==> config.mk <==
export PLATFORM = sky130hd
export DESIGN_NAME = mem_exc_stage
export DESIGN_NICKNAME = d
export VERILOG_FILES = /design/src/rtl/mem_exc_pkg.sv /design/src/rtl/mem_exc_stage_classifier.sv /design/src/rtl/mem_exc_stage.sv
export SDC_FILE = /design/constraint.sdc
export NUM_CORES = 1
export LEC_CHECK = 0
export BUFFER_PORTS_ARGS = -buffer_cell sky130_fd_sc_hd__buf_2
export CAP_MARGIN = 0
export CORE_ASPECT_RATIO = 0.8
export CORE_MARGIN = 2
export CORE_UTILIZATION = 53
export DETAILED_ROUTE_END_ITERATION = 10
export PLACE_DENSITY = 0.84
export SKIP_CTS_REPAIR_TIMING = 1
export SYNTH_ARGS = -nofsm -noshare
export SYNTH_HDL_FRONTEND = slang
export SYNTH_SLANG_ARGS = --single-unit
==> constraint.sdc <==
create_clock -name clk -period 4.7 [get_ports clk]
set_input_delay 0.235 -clock clk [delete_from_list [all_inputs] [get_ports clk]]
set_output_delay 0.235 -clock clk [all_outputs]
set_load 0.03 [all_outputs]
==> src/rtl/mem_exc_pkg.sv <==
// Shared types for the M-stage address-exception unit.
// Opcodes, exception codes, access classes and FSM states.
package mem_exc_pkg;

   localparam logic [5:0] OP_LB  = 6'd32;
   localparam logic [5:0] OP_LH  = 6'd33;
   localparam logic [5:0] OP_LW  = 6'd35;
   localparam logic [5:0] OP_LBU = 6'd36;
   localparam logic [5:0] OP_LHU = 6'd37;
   localparam logic [5:0] OP_SB  = 6'd40;
   localparam logic [5:0] OP_SH  = 6'd41;
   localparam logic [5:0] OP_SW  = 6'd43;

   localparam logic [4:0] EXC_ADEL = 5'd4;
   localparam logic [4:0] EXC_ADES = 5'd5;

   typedef enum logic [1:0] {
      ACC_NONE,
      ACC_BYTE,
      ACC_HALF,
      ACC_WORD
   } acc_size_e;

   typedef struct packed {
      acc_size_e size;
      logic      is_load;
      logic      is_store;
   } acc_t;

   typedef enum logic {
      ST_IDLE,
      ST_PEND
   } pend_state_e;

   typedef struct packed {
      logic        valid;
      logic [5:0]  exc;
      logic [31:0] badvaddr;
   } mw_t;

   function automatic acc_t decode_acc(
      input logic [5:0] op
   );
      acc_t a;
      a = '{size: ACC_NONE,
            is_load: 1'b0,
            is_store: 1'b0};
      unique case (1'b1)
         (op == OP_LW):
            a = '{ACC_WORD, 1'b1, 1'b0};
         (op == OP_LH),
         (op == OP_LHU):
            a = '{ACC_HALF, 1'b1, 1'b0};
         (op == OP_LB),
         (op == OP_LBU):
            a = '{ACC_BYTE, 1'b1, 1'b0};
         (op == OP_SW):
            a = '{ACC_WORD, 1'b0, 1'b1};
         (op == OP_SH):
            a = '{ACC_HALF, 1'b0, 1'b1};
         (op == OP_SB):
            a = '{ACC_BYTE, 1'b0, 1'b1};
         default: ;
      endcase
      return a;
   endfunction

endpackage

==> src/rtl/mem_exc_stage_classifier.sv <==
// Combinational load/store address classifier.
// Flags out-of-map, misaligned and illegal device accesses.
module mem_addr_classifier
   import mem_exc_pkg::*;
#(
   parameter logic [31:0] DM_END   = 32'h0000_2FFF,
   parameter logic [31:0] DEV_BASE = 32'h0000_7F00,
   parameter logic [31:0] DEV_END  = 32'h0000_7F1B,
   parameter int DEV_STRIDE_LOG2   = 4
) (
   input  logic [5:0]  opcode,
   input  logic [31:0] addr,
   output logic        is_load,
   output logic        is_store,
   output logic        fault
);

   localparam int WO_W = DEV_STRIDE_LOG2 - 2;
   localparam logic [WO_W-1:0] RO_WORD = WO_W'(2);

   acc_t        acc;
   logic        in_dm;
   logic        in_dev;
   logic        misalign;
   logic        dev_bad;
   logic [31:0] dev_off;
   logic        ro_word;

   assign acc      = decode_acc(opcode);
   assign is_load  = acc.is_load;
   assign is_store = acc.is_store;

   assign in_dm  = (addr <= DM_END);
   assign in_dev = (addr >= DEV_BASE)
                && (addr <= DEV_END);

   assign dev_off = addr - DEV_BASE;
   assign ro_word =
      (dev_off[DEV_STRIDE_LOG2-1:2] == RO_WORD);

   always_comb begin
      misalign = 1'b0;
      unique case (acc.size)
         ACC_WORD: misalign = |addr[1:0];
         ACC_HALF: misalign = addr[0];
         default:  misalign = 1'b0;
      endcase
   end

   // Devices accept only whole words; COUNT is never writable.
   assign dev_bad = in_dev
      && ((acc.size != ACC_WORD)
       || (acc.is_store && ro_word));

   assign fault = (acc.size != ACC_NONE)
      && (!(in_dm || in_dev)
       || misalign
       || dev_bad);

endmodule

==> src/rtl/mem_exc_stage.sv <==
// M-stage address-exception unit and M/W register.
// Tracks one pending fault for CP0 and counts faults.
module mem_exc_stage
   import mem_exc_pkg::*;
#(
   parameter logic [31:0] DM_END   = 32'h0000_2FFF,
   parameter logic [31:0] DEV_BASE = 32'h0000_7F00,
   parameter logic [31:0] DEV_END  = 32'h0000_7F1B,
   parameter int DEV_STRIDE_LOG2   = 4,
   parameter int CNT_W             = 8
) (
   input  logic             clk,
   input  logic             reset,
   input  logic             m_valid,
   input  logic [5:0]       m_opcode,
   input  logic [31:0]      m_addr,
   input  logic [5:0]       m_exc_in,
   input  logic             stall,
   input  logic             flush,
   input  logic             cp0_ack,
   output logic             w_valid,
   output logic [5:0]       w_exc,
   output logic [31:0]      w_badvaddr,
   output logic             exc_pending,
   output logic [4:0]       pend_code,
   output logic [31:0]      pend_badvaddr,
   output logic [CNT_W-1:0] fault_cnt
);

   logic        is_load;
   logic        is_store;
   logic        addr_fault;
   logic        gen_fault;
   logic        load_en;
   logic        load_fault;
   mw_t         nxt;
   mw_t         w_q;
   pend_state_e state_q;
   pend_state_e state_d;
   logic        capture;
   logic        release_p;
   logic [4:0]  pcode_q;
   logic [31:0] pbad_q;
   logic [CNT_W-1:0] cnt_q;

   mem_addr_classifier #(
      .DM_END          (DM_END),
      .DEV_BASE        (DEV_BASE),
      .DEV_END         (DEV_END),
      .DEV_STRIDE_LOG2 (DEV_STRIDE_LOG2)
   ) u_cls (
      .opcode   (m_opcode),
      .addr     (m_addr),
      .is_load  (is_load),
      .is_store (is_store),
      .fault    (addr_fault)
   );

   // An earlier-stage exception masks the address check.
   assign gen_fault = m_valid
                   && !m_exc_in[5]
                   && addr_fault;

   always_comb begin
      nxt = '0;
      nxt.valid = m_valid;
      unique case (1'b1)
         !m_valid: nxt.exc = '0;
         gen_fault: begin
            nxt.exc = {1'b1,
               is_store ? EXC_ADES : EXC_ADEL};
            nxt.badvaddr = m_addr;
         end
         default: nxt.exc = m_exc_in;
      endcase
   end

   assign load_en    = !flush && !stall;
   assign load_fault = load_en && gen_fault;

   always_ff @(posedge clk) begin
      if (reset) begin
         w_q <= '0;
      end else if (flush) begin
         w_q <= '0;
      end else if (!stall) begin
         w_q <= nxt;
      end
   end

   always_ff @(posedge clk) begin
      if (reset) begin
         state_q <= ST_IDLE;
      end else begin
         state_q <= state_d;
      end
   end

   always_comb begin
      state_d   = state_q;
      capture   = 1'b0;
      release_p = 1'b0;
      unique case (state_q)
         ST_IDLE: begin
            if (load_fault) begin
               state_d = ST_PEND;
               capture = 1'b1;
            end
         end
         ST_PEND: begin
            if (cp0_ack) begin
               capture   = load_fault;
               release_p = !load_fault;
               if (!load_fault) begin
                  state_d = ST_IDLE;
               end
            end
         end
         default: state_d = ST_IDLE;
      endcase
   end

   always_ff @(posedge clk) begin
      if (reset) begin
         pcode_q <= '0;
         pbad_q  <= '0;
      end else if (capture) begin
         pcode_q <= nxt.exc[4:0];
         pbad_q  <= m_addr;
      end else if (release_p) begin
         pcode_q <= '0;
         pbad_q  <= '0;
      end
   end

   always_ff @(posedge clk) begin
      if (reset) begin
         cnt_q <= '0;
      end else if (load_fault
                && (cnt_q != '1)) begin
         cnt_q <= cnt_q + 1'b1;
      end
   end

   assign w_valid       = w_q.valid;
   assign w_exc         = w_q.exc;
   assign w_badvaddr    = w_q.badvaddr;
   assign exc_pending   = (state_q == ST_PEND);
   assign pend_code     = pcode_q;
   assign pend_badvaddr = pbad_q;
   assign fault_cnt     = cnt_q;

endmodule

Word level (Yosys, flattened, before mapping)
Cells that the tools add are included.

cells by class
  shifts and indexed selects = 0
  div/mod/pow operators = 0
  reduce and logical (&&, ||, !) cells = 25
  add/subtract/negate cells = 2
  $mul = 0
  order comparisons = 3
  bitwise operators = 1
  multiplexer cells = 16
  eq/ne operators = 13

operators with widths
  kind                                                                                 number
  32-bit 2-to-1 mux                                                                    3
  6-bit == test (second input constant)                                                8
  32-bit by 15-bit >= comparator with 1-bit output (second input constant)             1
  32-bit by 14-bit less-or-equal comparator with 1-bit output (second input constant)  1
  32-bit by 15-bit less-or-equal comparator with 1-bit output (second input constant)  1
  4-bit case mux with 6 select lines                                                   1
  6-bit case mux with 2 select lines                                                   1
  5-bit 2-to-1 mux                                                                     2
  1-bit logical AND                                                                    9
  8-bit by 1-bit adder with 8-bit output (second input constant)                       1
  8-bit inequality test (second input constant)                                        1
  2-bit OR reduction                                                                   4
  2-bit == test (second input constant)                                                3
  1-bit zero test                                                                      6
  1-bit 2-to-1 mux                                                                     6
  1-bit case mux with 2 select lines                                                   3
  1-bit logical OR                                                                     4
  2-bit nonzero test                                                                   2
  4-bit by 1-bit subtractor with 4-bit output (second input constant)                  1
  2-bit inequality test (second input constant)                                        1
  1-bit NOT                                                                            1

storage, ports and cells
  logic and storage cells = 67
  output and inout port bits = 85
  bits in latches = 0
  bits in read-only memories = 0
  bits in registers = 85
  memories = 0
  RAM bits = 0
  bits of input ports = 50

Depth between registers and ports, before layout
Gate-level depths: netlist (run 1).

  word-level depth = 15
  depth in mapped cells = 7
  depth with buffers taken out = 6

Cells and area by module
Synthesis (run 1) repeated with hierarchy kept, for this count alone.

second synthesis, totals
  cell total of the unflattened synthesis = 307
  area, all modules = 3,158.0 µm²

modules (own cells, without submodules)
  module               area each (µm²)  instances  cells each  seq. area each (µm²)
  mem_exc_stage        2,971.6          1          280         1,701.6
  mem_addr_classifier  186.4            1          27          0.0

Worst setup path before layout (run 1)
Ideal clock, no wire load.

  path kind = input port to flip-flop
  start point = input m_addr[11]
  end point = register cnt_q[5], in the netlist fault_cnt[5]
  path slack = 2.745 ns
  buffers on the path = 1
  stages = 7
  arrival time = 1.834 ns
  setup time = 0.121 ns
  data required time = 4.579 ns
  path through = and4b_1 > a41oi_1 > a2111oi_4 > a21o_2 > buf_4 > nor4_1 > mux2_2

between the ends
  cells in the longest elaborated chain, start to end = 10
  elaborated cells on any way between the ends = 13
  classes of those cells = order compare: 3; reduce/logical: 10

ends and longest elaborated chain
  what                                                                                                                             RTL line                                                        text
  start: declaration                                                                                                               mem_exc_stage.sv:16                                             input logic [31:0] m_addr,
  32-bit by 15-bit >= comparator with 1-bit output or 32-bit by 15-bit less-or-equal comparator with 1-bit output (tied branches)  mem_exc_stage_classifier.sv:34, mem_exc_stage_classifier.sv:35
  1-bit logical AND                                                                                                                mem_exc_stage_classifier.sv:35                                  && (addr <= DEV_END);
  1-bit logical OR                                                                                                                 mem_exc_stage_classifier.sv:56                                  && (!(in_dm || in_dev)
  1-bit zero test                                                                                                                  mem_exc_stage_classifier.sv:56
  1-bit logical OR                                                                                                                 mem_exc_stage_classifier.sv:57                                  || misalign
  1-bit logical OR *                                                                                                               mem_exc_stage_classifier.sv:58                                  || dev_bad);
  1-bit logical AND *                                                                                                              mem_exc_stage_classifier.sv:56
  1-bit logical AND *                                                                                                              mem_exc_stage.sv:62                                             && addr_fault;
  1-bit logical AND *                                                                                                              mem_exc_stage.sv:79                                             assign load_fault = load_en && gen_fault;
  1-bit logical AND *                                                                                                              mem_exc_stage.sv:140                                            && (cnt_q != '1)) begin
  end signal: assignment                                                                                                           mem_exc_stage.sv:141                                            cnt_q <= cnt_q + 1'b1;
  end: declaration                                                                                                                 mem_exc_stage.sv:44                                             logic [CNT_W-1:0] cnt_q;

Mark *: on every way between the ends. The rest lies on a longest branch, timed or not.
A chain may end at the register's enable or synchronous reset.

Final worst setup path (run 1)
  start point = input m_addr[20]
  end point = register pbad_q[1], in the netlist pend_badvaddr[1]

between the ends
  cells in the longest elaborated chain, start to end = 13
  elaborated cells on any way between the ends = 20
  classes of those cells = order compare: 3; mux: 6; reduce/logical: 11

ends and longest elaborated chain
  what                                                                                                                             RTL line                                                        text
  32-bit by 15-bit >= comparator with 1-bit output or 32-bit by 15-bit less-or-equal comparator with 1-bit output (tied branches)  mem_exc_stage_classifier.sv:34, mem_exc_stage_classifier.sv:35
  1-bit logical AND                                                                                                                mem_exc_stage_classifier.sv:35
  1-bit logical OR                                                                                                                 mem_exc_stage_classifier.sv:56
  1-bit zero test                                                                                                                  mem_exc_stage_classifier.sv:56
  1-bit logical OR                                                                                                                 mem_exc_stage_classifier.sv:57
  1-bit logical OR *                                                                                                               mem_exc_stage_classifier.sv:58
  1-bit logical AND *                                                                                                              mem_exc_stage_classifier.sv:56
  1-bit logical AND *                                                                                                              mem_exc_stage.sv:62
  1-bit logical AND *                                                                                                              mem_exc_stage.sv:79
  1-bit zero test                                                                                                                  --
  1-bit 2-to-1 mux                                                                                                                 mem_exc_stage.sv:111                                            if (cp0_ack) begin
  1-bit 2-to-1 mux                                                                                                                 mem_exc_stage.sv:103                                            unique case (state_q)
  2-bit nonzero test (no source line)                                                                                              --
  end signal: assignment                                                                                                           mem_exc_stage.sv:129                                            pbad_q <= m_addr;
  end: declaration                                                                                                                 mem_exc_stage.sv:43                                             logic [31:0] pbad_q;

Marks and branches as above.

==> out/results.ini, run 1 <==
[pwr]
seqPwrFrac = 0.546
leakagePower_nw = 1.96
p_total_mw = 1.33
netSwitchingFraction = 0.267
p_int_mw = 0.974
power_frac_comb = 0.086
power.switching_mw = 0.355
power_density_mw_per_mm2 = 290
pwr-share-clk = 0.368
ir_drop_mv = 0.159

[global_routing]
grt-ovfl-total = 0
grt_max_degree = 69
first_global_vias = 3283
grt_first_pass_wirelength_mm = 16.7
grt_usage = 0.267
antenna_found_initial = 0

[timing]
fin_crit_sh = 0.523
finalSetupTns_ns = 0
tightest_slew_ns = 1.18
whs_ns = 0.148
max_freq_ghz = 0.407
setup_violations = 0
slew_headroom = 0.212
fin_skew_ns = 0.00794
finalWorstSetupSlack_ns = 2.24
post-route-min-period_ns = 2.46
finalHoldViolations = 0
drv_slew = 0
rsz0062_at_grt = false

[clock_network]
cts_buffer_depth = 2
clk_latency_ns = 0.36
cts_max_level = 3
cts.clk_slew.worst_paths_ns = 0.09
root_buffer = clkbuf_8
cts-buffers-inserted = 9
clock_sinks = 85
cts_tree = built

[logic_synthesis]
netlist_area_sq_mm = 0.00378
avgSynthCellArea_sq_um = 8.90
syn_inst = 425
yosys_most_used_dff = dfxtp_1
synth_cell_types = 43
synth_edf_count = 0
syn-num-nets = 476
ys_seq_area_frac = 0.450
synth_warnings = 0
postSynth.asyncResetShare = 0
synth-seq-cells = 85

[floorplan]
die_w_um = 98.5
start_util = 0.549
row_count = 27
ios = 135
design.core.area_sq_mm = 0.00689
die_y_um = 79.6
dieArea_sq_mm = 0.00783

[cells_and_area]
final_cells = 633
stdcell_area_sq_mm = 0.00459
final_nets = 592
syn2layout_area_growth_pct = 21.2
drive_gt1_frac = 0.302
finalCoreUtilization = 0.665
antenna_cells = 0
fill_cells = 599

[detailed_routing]
via_count = 3663
avgRoutedWirePerCell_um = 16.7
drtIter0Drc = 255
antenna_left = 0
first_pass_iters = 5
via_per_inst = 5.79
routed_wl_mm = 10.6
drc = 0

[placement]
portBuffers = 134
dpl.cell_count = 617
pre_cts_ws_ns = 1.94
placed_area_sq_mm = 0.00440
place_hpwl_mm = 7.35
place_congestion = 0.883

[worst_setup_path]
cp-end-kind = flip-flop
cp_data_arrival_time_ns = 2.66
cp.required_ns = 4.91
path_max_fanout = 23
crit_type = input port to flip-flop
cp-start-kind = input port

[status]
status = finished, final reports clean

[job]
cap_violations = 0

[worst_hold_path]
hp-class = input port to flip-flop

[cells in the final DEF, fill, tap and decap left out, types with 3 or more instances in the layout]
cell type  count
a21oi_1       47
a2bb2oi_1      3
buf_2        134
buf_4          5
clkbuf_8      10
dfxtp_1       85
inv_1         37
inv_6          3
mux2_2         3
nand2_1       42
nand2b_1       4
nand3_1       12
nand3b_1      59
nand4_1        3
nand4b_1       3
nor2_1        15
nor2b_1        3
nor3b_1        3
nor4_1         6
o21ai_0        3
o31ai_1        4
o32ai_1       33
or3_1          3
or4_1          3
[path summary, 6_finish.rpt]
kind,to,cells past startpoint,slack (ns),startpoint
hold / removal,w_badvaddr[17]$_SDFFE_PP0N_,3,0.15,m_addr[17]
setup / recovery,pend_badvaddr[1]$_SDFFE_PP0P_,8,2.24,m_addr[20]
setup reg to reg,fault_cnt[5]$_SDFFE_PP0P_,5,2.78,fault_cnt[0]$_SDFFE_PP0P_
hold reg to reg,w_badvaddr[28]$_SDFFE_PP0N_,2,0.46,w_badvaddr[28]$_SDFFE_PP0N_
[worst max-delay path: stages]
cell	delay, ns
buf_2	0.11
nor4_1	0.41
nand4_1	0.25
a2111oi_4	0.56
a21oi_1	0.20
nand3_1	0.39
buf_4	0.38
o32ai_1	0.12
[registers in the layout (all words and copies together) (netlist names)]
signal	cells
pend_badvaddr	32
w_badvaddr	32
fault_cnt	8
w_exc	6
pend_code	5
exc_pending	1
w_valid	1
[routing by layer]
layer / global-route usage / wire length (um) / vias to the layer above
met2: 0.409 / 4860 / 163
met5: 0 / 0 / -
li1: - / - / 1750
met3: 0.0587 / 804 / 20
met4: 0.0986 / 206 / 0
met1: 0.370 / 4720 / 1730
[cells in the mapped netlist (2+ instances only)]
| cell | number | area [sq um] |
|---|---|---|
| a2111oi_4 | 2 | 55.1 |
| buf_2 | 3 | 15.0 |
| a21oi_1 | 47 | 235 |
| and2b_1 | 2 | 15.0 |
| or3_1 | 3 | 18.8 |
| dfxtp_1 | 85 | 1700 |
| inv_1 | 37 | 139 |
| clkbuf_8 | 4 | 55.1 |
| o31ai_1 | 4 | 30.0 |
| nand3_1 | 12 | 60.1 |
| buf_6 | 3 | 33.8 |
| mux2_2 | 3 | 33.8 |
| a2bb2oi_1 | 3 | 26.3 |
| nand4b_1 | 3 | 26.3 |
| nand2b_1 | 4 | 25.0 |
| o32ai_1 | 33 | 289 |
| or4_1 | 3 | 22.5 |
| nand4_1 | 3 | 18.8 |
| and2_1 | 2 | 12.5 |
| nand3b_1 | 59 | 443 |
| clkbuf_1 | 22 | 82.6 |
| nor2b_1 | 3 | 18.8 |
| o21ai_0 | 3 | 15.0 |
| nor4_1 | 6 | 37.5 |
| nand2_1 | 42 | 158 |
| nor3b_1 | 3 | 22.5 |
| nor2_1 | 15 | 56.3 |
[cell families (layout without fill, tap and decap cells)]
group | after synthesis | count (layout) | synth area share
AO/OA/AOI/OAI | 100 | 100 | 0.191
adder cells (fa/ha/maj) | 1 | 1 | 0.00331
buffers and inverters | 72 | 193 | 0.0913
flip-flops | 85 | 85 | 0.450
multiplexers | 3 | 3 | 0.00893
AND/OR/NAND/NOR | 164 | 164 | 0.256
[power groups by stage]
stage | Sequential (mW) | Clock, mW | Combinational [mW]
CTS | 0.725 | 0.493 | 0.114
detailed placement | 0.742 | 0 | 0.113
floorplan | 0.749 | 0 | 0.0617
global route | 0.726 | 0.526 | 0.125
global placement | 0.742 | 0 | 0.111
finish | 0.725 | 0.488 | 0.115
[cell type report]
class                           instances  area (sq um)  area share
Inverter                               38           143      0.0311
Clock inverter                          6          43.8     0.00955
Sequential cell                        85          1700       0.371
Tap cell                               87           109      0.0237
Multi-Input combinational cell        268          1740       0.380
Timing Repair Buffer                  139           708       0.154
Clock buffer                           10           138      0.0300
(Power assumes the default switching activity.)
==> inputs of run 2 (changes only) <==
--- a/config.mk
+++ b/config.mk
@@ -9,9 +9,9 @@
 export CAP_MARGIN = 0
 export CORE_ASPECT_RATIO = 0.8
 export CORE_MARGIN = 2
-export CORE_UTILIZATION = 53
+export CORE_UTILIZATION = 50
 export DETAILED_ROUTE_END_ITERATION = 10
-export PLACE_DENSITY = 0.84
+export PLACE_DENSITY = 0.8
 export SKIP_CTS_REPAIR_TIMING = 1
 export SYNTH_ARGS = -nofsm -noshare
 export SYNTH_HDL_FRONTEND = slang
==> constraint.sdc (replaced) <==
create_clock -name clk -period 2.6 [get_ports clk]
set_input_delay 0.13 -clock clk [delete_from_list [all_inputs] [get_ports clk]]
set_output_delay 0.13 -clock clk [all_outputs]
set_load 0.03 [all_outputs]
==> run 2 against run 1 <==
- clock power increased by 110%
- register-to-register slack got worse by 2.0 ns
- largest cell class unchanged
- highest routed layer unchanged
- worst setup slack got worse by 1.6 ns
==> out/results.ini, run 2 (synthesis gave the netlist of run 1 again) <==
[floorplan]
ios = 135
start_util = 0.514
design.core.area_sq_mm = 0.00736
die_w_um = 101
row_count = 28
die_y_um = 81.8
dieArea_sq_mm = 0.00828

[worst_hold_path]
hp-class = input port to flip-flop

[worst_setup_path]
cp.required_ns = 2.79
worst_r2r_path_depth = 5
cp_data_arrival_time_ns = 2.13
cp-end-kind = flip-flop
path_max_fanout = 23
reg2reg_slack_ns = 0.82
crit_type = input port to flip-flop
cp-start-kind = input port
r2r_end = fault_cnt[5]$_SDFFE_PP0P_
endpoint = pend_code[2]$_SDFFE_PP0P_
reg2reg_from = fault_cnt[0]$_SDFFE_PP0P_
startpoint = m_addr[26]

[detailed_routing]
drtIter0Drc = 231
drc = 0
via_count = 3628
antenna_left = 0
routed_wl_mm = 10.5
avgRoutedWirePerCell_um = 16.5
via_per_inst = 5.67
first_pass_iters = 5

[cells_and_area]
final_common_cell = buf_2
seq_area_sq_mm = 0.00170
final_nets = 596
antenna_cells = 0
final_cell_mix = 134 x buf_2, 85 x dfxtp_1, 59 x nand3b_1, 47 x a21oi_1, 42 x nand2_1
syn2layout_area_growth_pct = 23.6
fill_cells = 652
multi_input_area_sq_mm = 0.00174
finalCoreUtilization = 0.635
stdcell_area_sq_mm = 0.00467
drive_gt1_frac = 0.305

[job]
cap_violations = 0

[clock_network]
root_buffer = clkbuf_8
cts_tree = built
cts_buffer_depth = 2
cts_max_level = 3
clk_latency_ns = 0.35
clock_sinks = 85
cts.clk_slew.worst_paths_ns = 0.09
cts-buffers-inserted = 9

[timing]
rsz0062_at_grt = false
post-route-min-period_ns = 1.94
whs_ns = 0.0560
finalHoldViolations = 0
max_freq_ghz = 0.516
fin_skew_ns = 0.0112
tightest_slew_ns = 0.769
fin_crit_sh = 0.745
finalSetupTns_ns = 0
setup_violations = 0
drv_slew = 0
slew_headroom = 0.487

[global_routing]
grt_max_degree = 81
grt_usage = 0.251
grt_first_pass_wirelength_mm = 16.4
antenna_found_initial = 0
first_global_vias = 3249
grt-ovfl-total = 0

[placement]
placed_area_sq_mm = 0.00444
place_congestion = 0.814
place_hpwl_mm = 7.40
portBuffers = 134

[pwr]
power_density_mw_per_mm2 = 549
leakagePower_nw = 2.00
ir_drop_mv = 0.302

[status]
status = finished, final reports clean

run 2: cell types whose count changed in the layout (fill, tap and decap cells not counted):
cell	change
buf_4	+2
clkinvlp_4	-1
dlygate4sd3_1	+1
clkbuf_8	-1
buf_12	+1
bufinv_16	+2
run 2: per-layer routing:
metal,track usage,part of all wire
met1,0.354,0.45
met2,0.380,0.46
met3,0.0783,0.080
met4,0.0514,0.012
met5,0,0
run 2: critical path: stages:
cell,delay (ns)
buf_2,0.11
nor4_1,0.36
nand4_1,0.25
a2111oi_4,0.53
a21oi_1,0.20
nand3_1,0.13
buf_4,0.28
a221oi_1,0.12
run 2: report_power, final:
group          total [mW]  leakage, nW  switching, mW  internal (mW)
sequential           1.31        0.685        0.00360           1.31
combinational       0.212         1.20          0.136         0.0751
clock                1.04        0.114          0.496          0.548
run 2: stage by stage:
| step | setup WS (ns) | cells | total power, mW |
|---|---|---|---|
| 2_1_floorplan | 0.750 | 425 | 1.47 |
| 3_3_place_gp | 0.365 | 623 | 1.55 |
| 3_5_place_dp | 0.325 | 623 | 1.55 |
| 4_1_cts | 0.698 | 639 | 2.58 |
| 5_1_grt | 0.532 | 640 | 2.65 |
| 6_report | 0.664 | 640 | 2.57 |
run 2: worst min path at each step:
stage	start	cells after the start	slack, ns	to
3_3_place_gp	reset	2	0.35	fault_cnt[2]$_SDFFE_PP0P_
2_1_floorplan	m_addr[10]	2	0.29	pend_badvaddr[10]$_SDFFE_PP0P_
6_report	m_addr[17]	3	0.06	w_badvaddr[17]$_SDFFE_PP0N_
3_5_place_dp	reset	2	0.36	fault_cnt[2]$_SDFFE_PP0P_
5_1_grt	m_addr[15]	3	0.04	w_badvaddr[15]$_SDFFE_PP0N_
4_1_cts	reset	2	-0.02	fault_cnt[2]$_SDFFE_PP0P_
run 2: area by class of cell:
class | instances | share of cell area
clock buffers | 9 | 0.0265
clock inverters | 7 | 0.0206
inverters | 38 | 0.0305
multi-input cells | 268 | 0.373
flip-flops and latches | 85 | 0.364
well taps | 90 | 0.0241
repair buffers | 143 | 0.161
==> inputs of run 3 (changes only) <==
==> constraint.sdc (replaced) <==
create_clock -name clk -period 1.9 [get_ports clk]
set_input_delay 0.095 -clock clk [delete_from_list [all_inputs] [get_ports clk]]
set_output_delay 0.095 -clock clk [all_outputs]
set_load 0.03 [all_outputs]
==> run 3 against run 2 <==
- global-route usage rose by 1.3 points
- utilization is 4.3 points higher
- non-clock buffer count up 37
- final area is 6.7% higher
- clock power up 23%
- clock skew shrank 0.0037 ns
- power is 33% higher
- sequential power up 37%
- register-to-register slack got worse by 0.67 ns
- worst setup slack worse by 0.54 ns
- critical path type unchanged
==> out/results.ini, run 3 (synthesis gave the netlist of run 1 again) <==
[timing]
drv_slew = 0
max_freq_ghz = 0.564
fin_crit_sh = 0.933
setup_violations = 0
finalHoldViolations = 0
tightest_slew_ns = 0.740
slew_headroom = 0.506
post-route-min-period_ns = 1.77
fin_skew_ns = 0.00754
rsz0062_at_grt = false

[global_routing]
grt_usage = 0.264
grt_max_degree = 69
grt_first_pass_wirelength_mm = 17.0
antenna_found_initial = 0
first_global_vias = 3437
grt-ovfl-total = 0

[cells_and_area]
final_nets = 633
final_cells = 677
final_common_cell = buf_2
drive_gt1_frac = 0.353
final_cell_mix = 134 x buf_2, 85 x dfxtp_1, 59 x nand3b_1, 47 x a21oi_1
syn2layout_area_growth_pct = 31.8
stdcell_area_sq_mm = 0.00499
finalCoreUtilization = 0.678
fill_cells = 620
antenna_cells = 0

[placement]
place_hpwl_mm = 7.80
placed_area_sq_mm = 0.00478
portBuffers = 134
dpl.cell_count = 661
place_congestion = 0.885

[worst_setup_path]
cp_top_family = compound AO/OA/AOI/OAI gates
cp-end-kind = flip-flop
cp-start-kind = input port
path_max_fanout = 7
cp.required_ns = 2.18
slowest_delay_ns = 0.43
crit_chain = buf_2 -> nor4_1 -> nand4_1 -> a2111oi_4 -> buf_4 -> a21o_2 -> buf_4 -> o31ai_1 -> a21oi_1
cp_data_arrival_time_ns = 2.06
cp.buffers_inverters = 3
slowest_stage = a2111oi_4
crit_type = input port to flip-flop
cp_common_cell = buf_4

[pwr]
ir_drop_mv = 0.397
leakagePower_nw = 2.19
power_density_mw_per_mm2 = 685

[floorplan]
die_y_um = 81.8
design.core.area_sq_mm = 0.00736
dieArea_sq_mm = 0.00828
ios = 135
row_count = 28
die_w_um = 101
start_util = 0.514

[clock_network]
root_buffer = clkbuf_8
cts_tree = built
clock_sinks = 85
clk_latency_ns = 0.36
cts_max_level = 3
cts.clk_slew.worst_paths_ns = 0.09
cts_buffer_depth = 2
cts-buffers-inserted = 9

[detailed_routing]
first_pass_iters = 5
antenna_left = 0
drc = 0
avgRoutedWirePerCell_um = 16.2
via_count = 3881
drtIter0Drc = 293
via_per_inst = 5.73
routed_wl_mm = 11.0

[status]
status = finished, final reports clean

[worst_hold_path]
hp-class = input port to flip-flop

[job]
cap_violations = 0

[run 3: changes by cell type in the layout (fill, tap and decap cells not counted), sizes merged]
cell,change
buf,+38
clkbuf,+4
bufinv,-2
inv,-2
dlygate4sd3,-1
[run 3: final cells by class]
class                   count  area [sq um]  area share
repair buffers            180          1080       0.216
multi-input cells         268          1750       0.350
inverters                  38           143      0.0286
clock inverters             3          26.3     0.00527
flip-flops and latches     85          1700       0.341
clock buffers              13           179      0.0359
well taps                  90           113      0.0226
[run 3: layer usage]
layer / vias up / GRT usage / share of wire
met5: - / 0 / 0
met4: 0 / 0.0784 / 0.017
met3: 23 / 0.0732 / 0.095
met1: 1814 / 0.362 / 0.44
met2: 205 / 0.407 / 0.45
li1: 1839 / - / -
[run 3: worst reg2reg max path, delay by kind of cell (launching register included)]
family	cells	cell delay, ns
simple gates	3	0.61
fa+ha+maj	1	0.28
mux	1	0.37
flops	1	0.37
[run 3: path summary, 6_finish.rpt]
path	from	to	slack (ns)	depth (start not counted)
worst min-delay path	m_addr[16]	w_badvaddr[16]$_SDFFE_PP0N_	0.02	3
worst min register to register	w_badvaddr[20]$_SDFFE_PP0N_	w_badvaddr[20]$_SDFFE_PP0N_	0.46	2
worst max register to register	fault_cnt[0]$_SDFFE_PP0P_	fault_cnt[5]$_SDFFE_PP0P_	0.15	5
worst max-delay path	m_addr[20]	w_exc[0]$_SDFFE_PP0N_	0.13	9
[run 3: power breakdown]
part	internal, mW	switching [mW]	total (mW)	leakage, nW
logic	0.146	0.200	0.346	1.40
clock network	0.628	0.650	1.28	0.106
registers	1.79	0.00513	1.79	0.685
[run 3: through the flow]
stage | setup WS, ns | setup TNS [ns] | power (mW) | hold WS (ns)
CTS | 0.111 | 0 | 3.44 | 0.00399
global placement | -0.196 | -10.44 | 2.17 | 0.385
detailed placement | -0.237 | -12.48 | 2.18 | 0.392
finish | 0.127 | 0 | 3.42 | 0.0180
floorplan | 0.0852 | 0 | 2.01 | 0.253
global route | 0.0413 | 0 | 3.55 | 0.00644
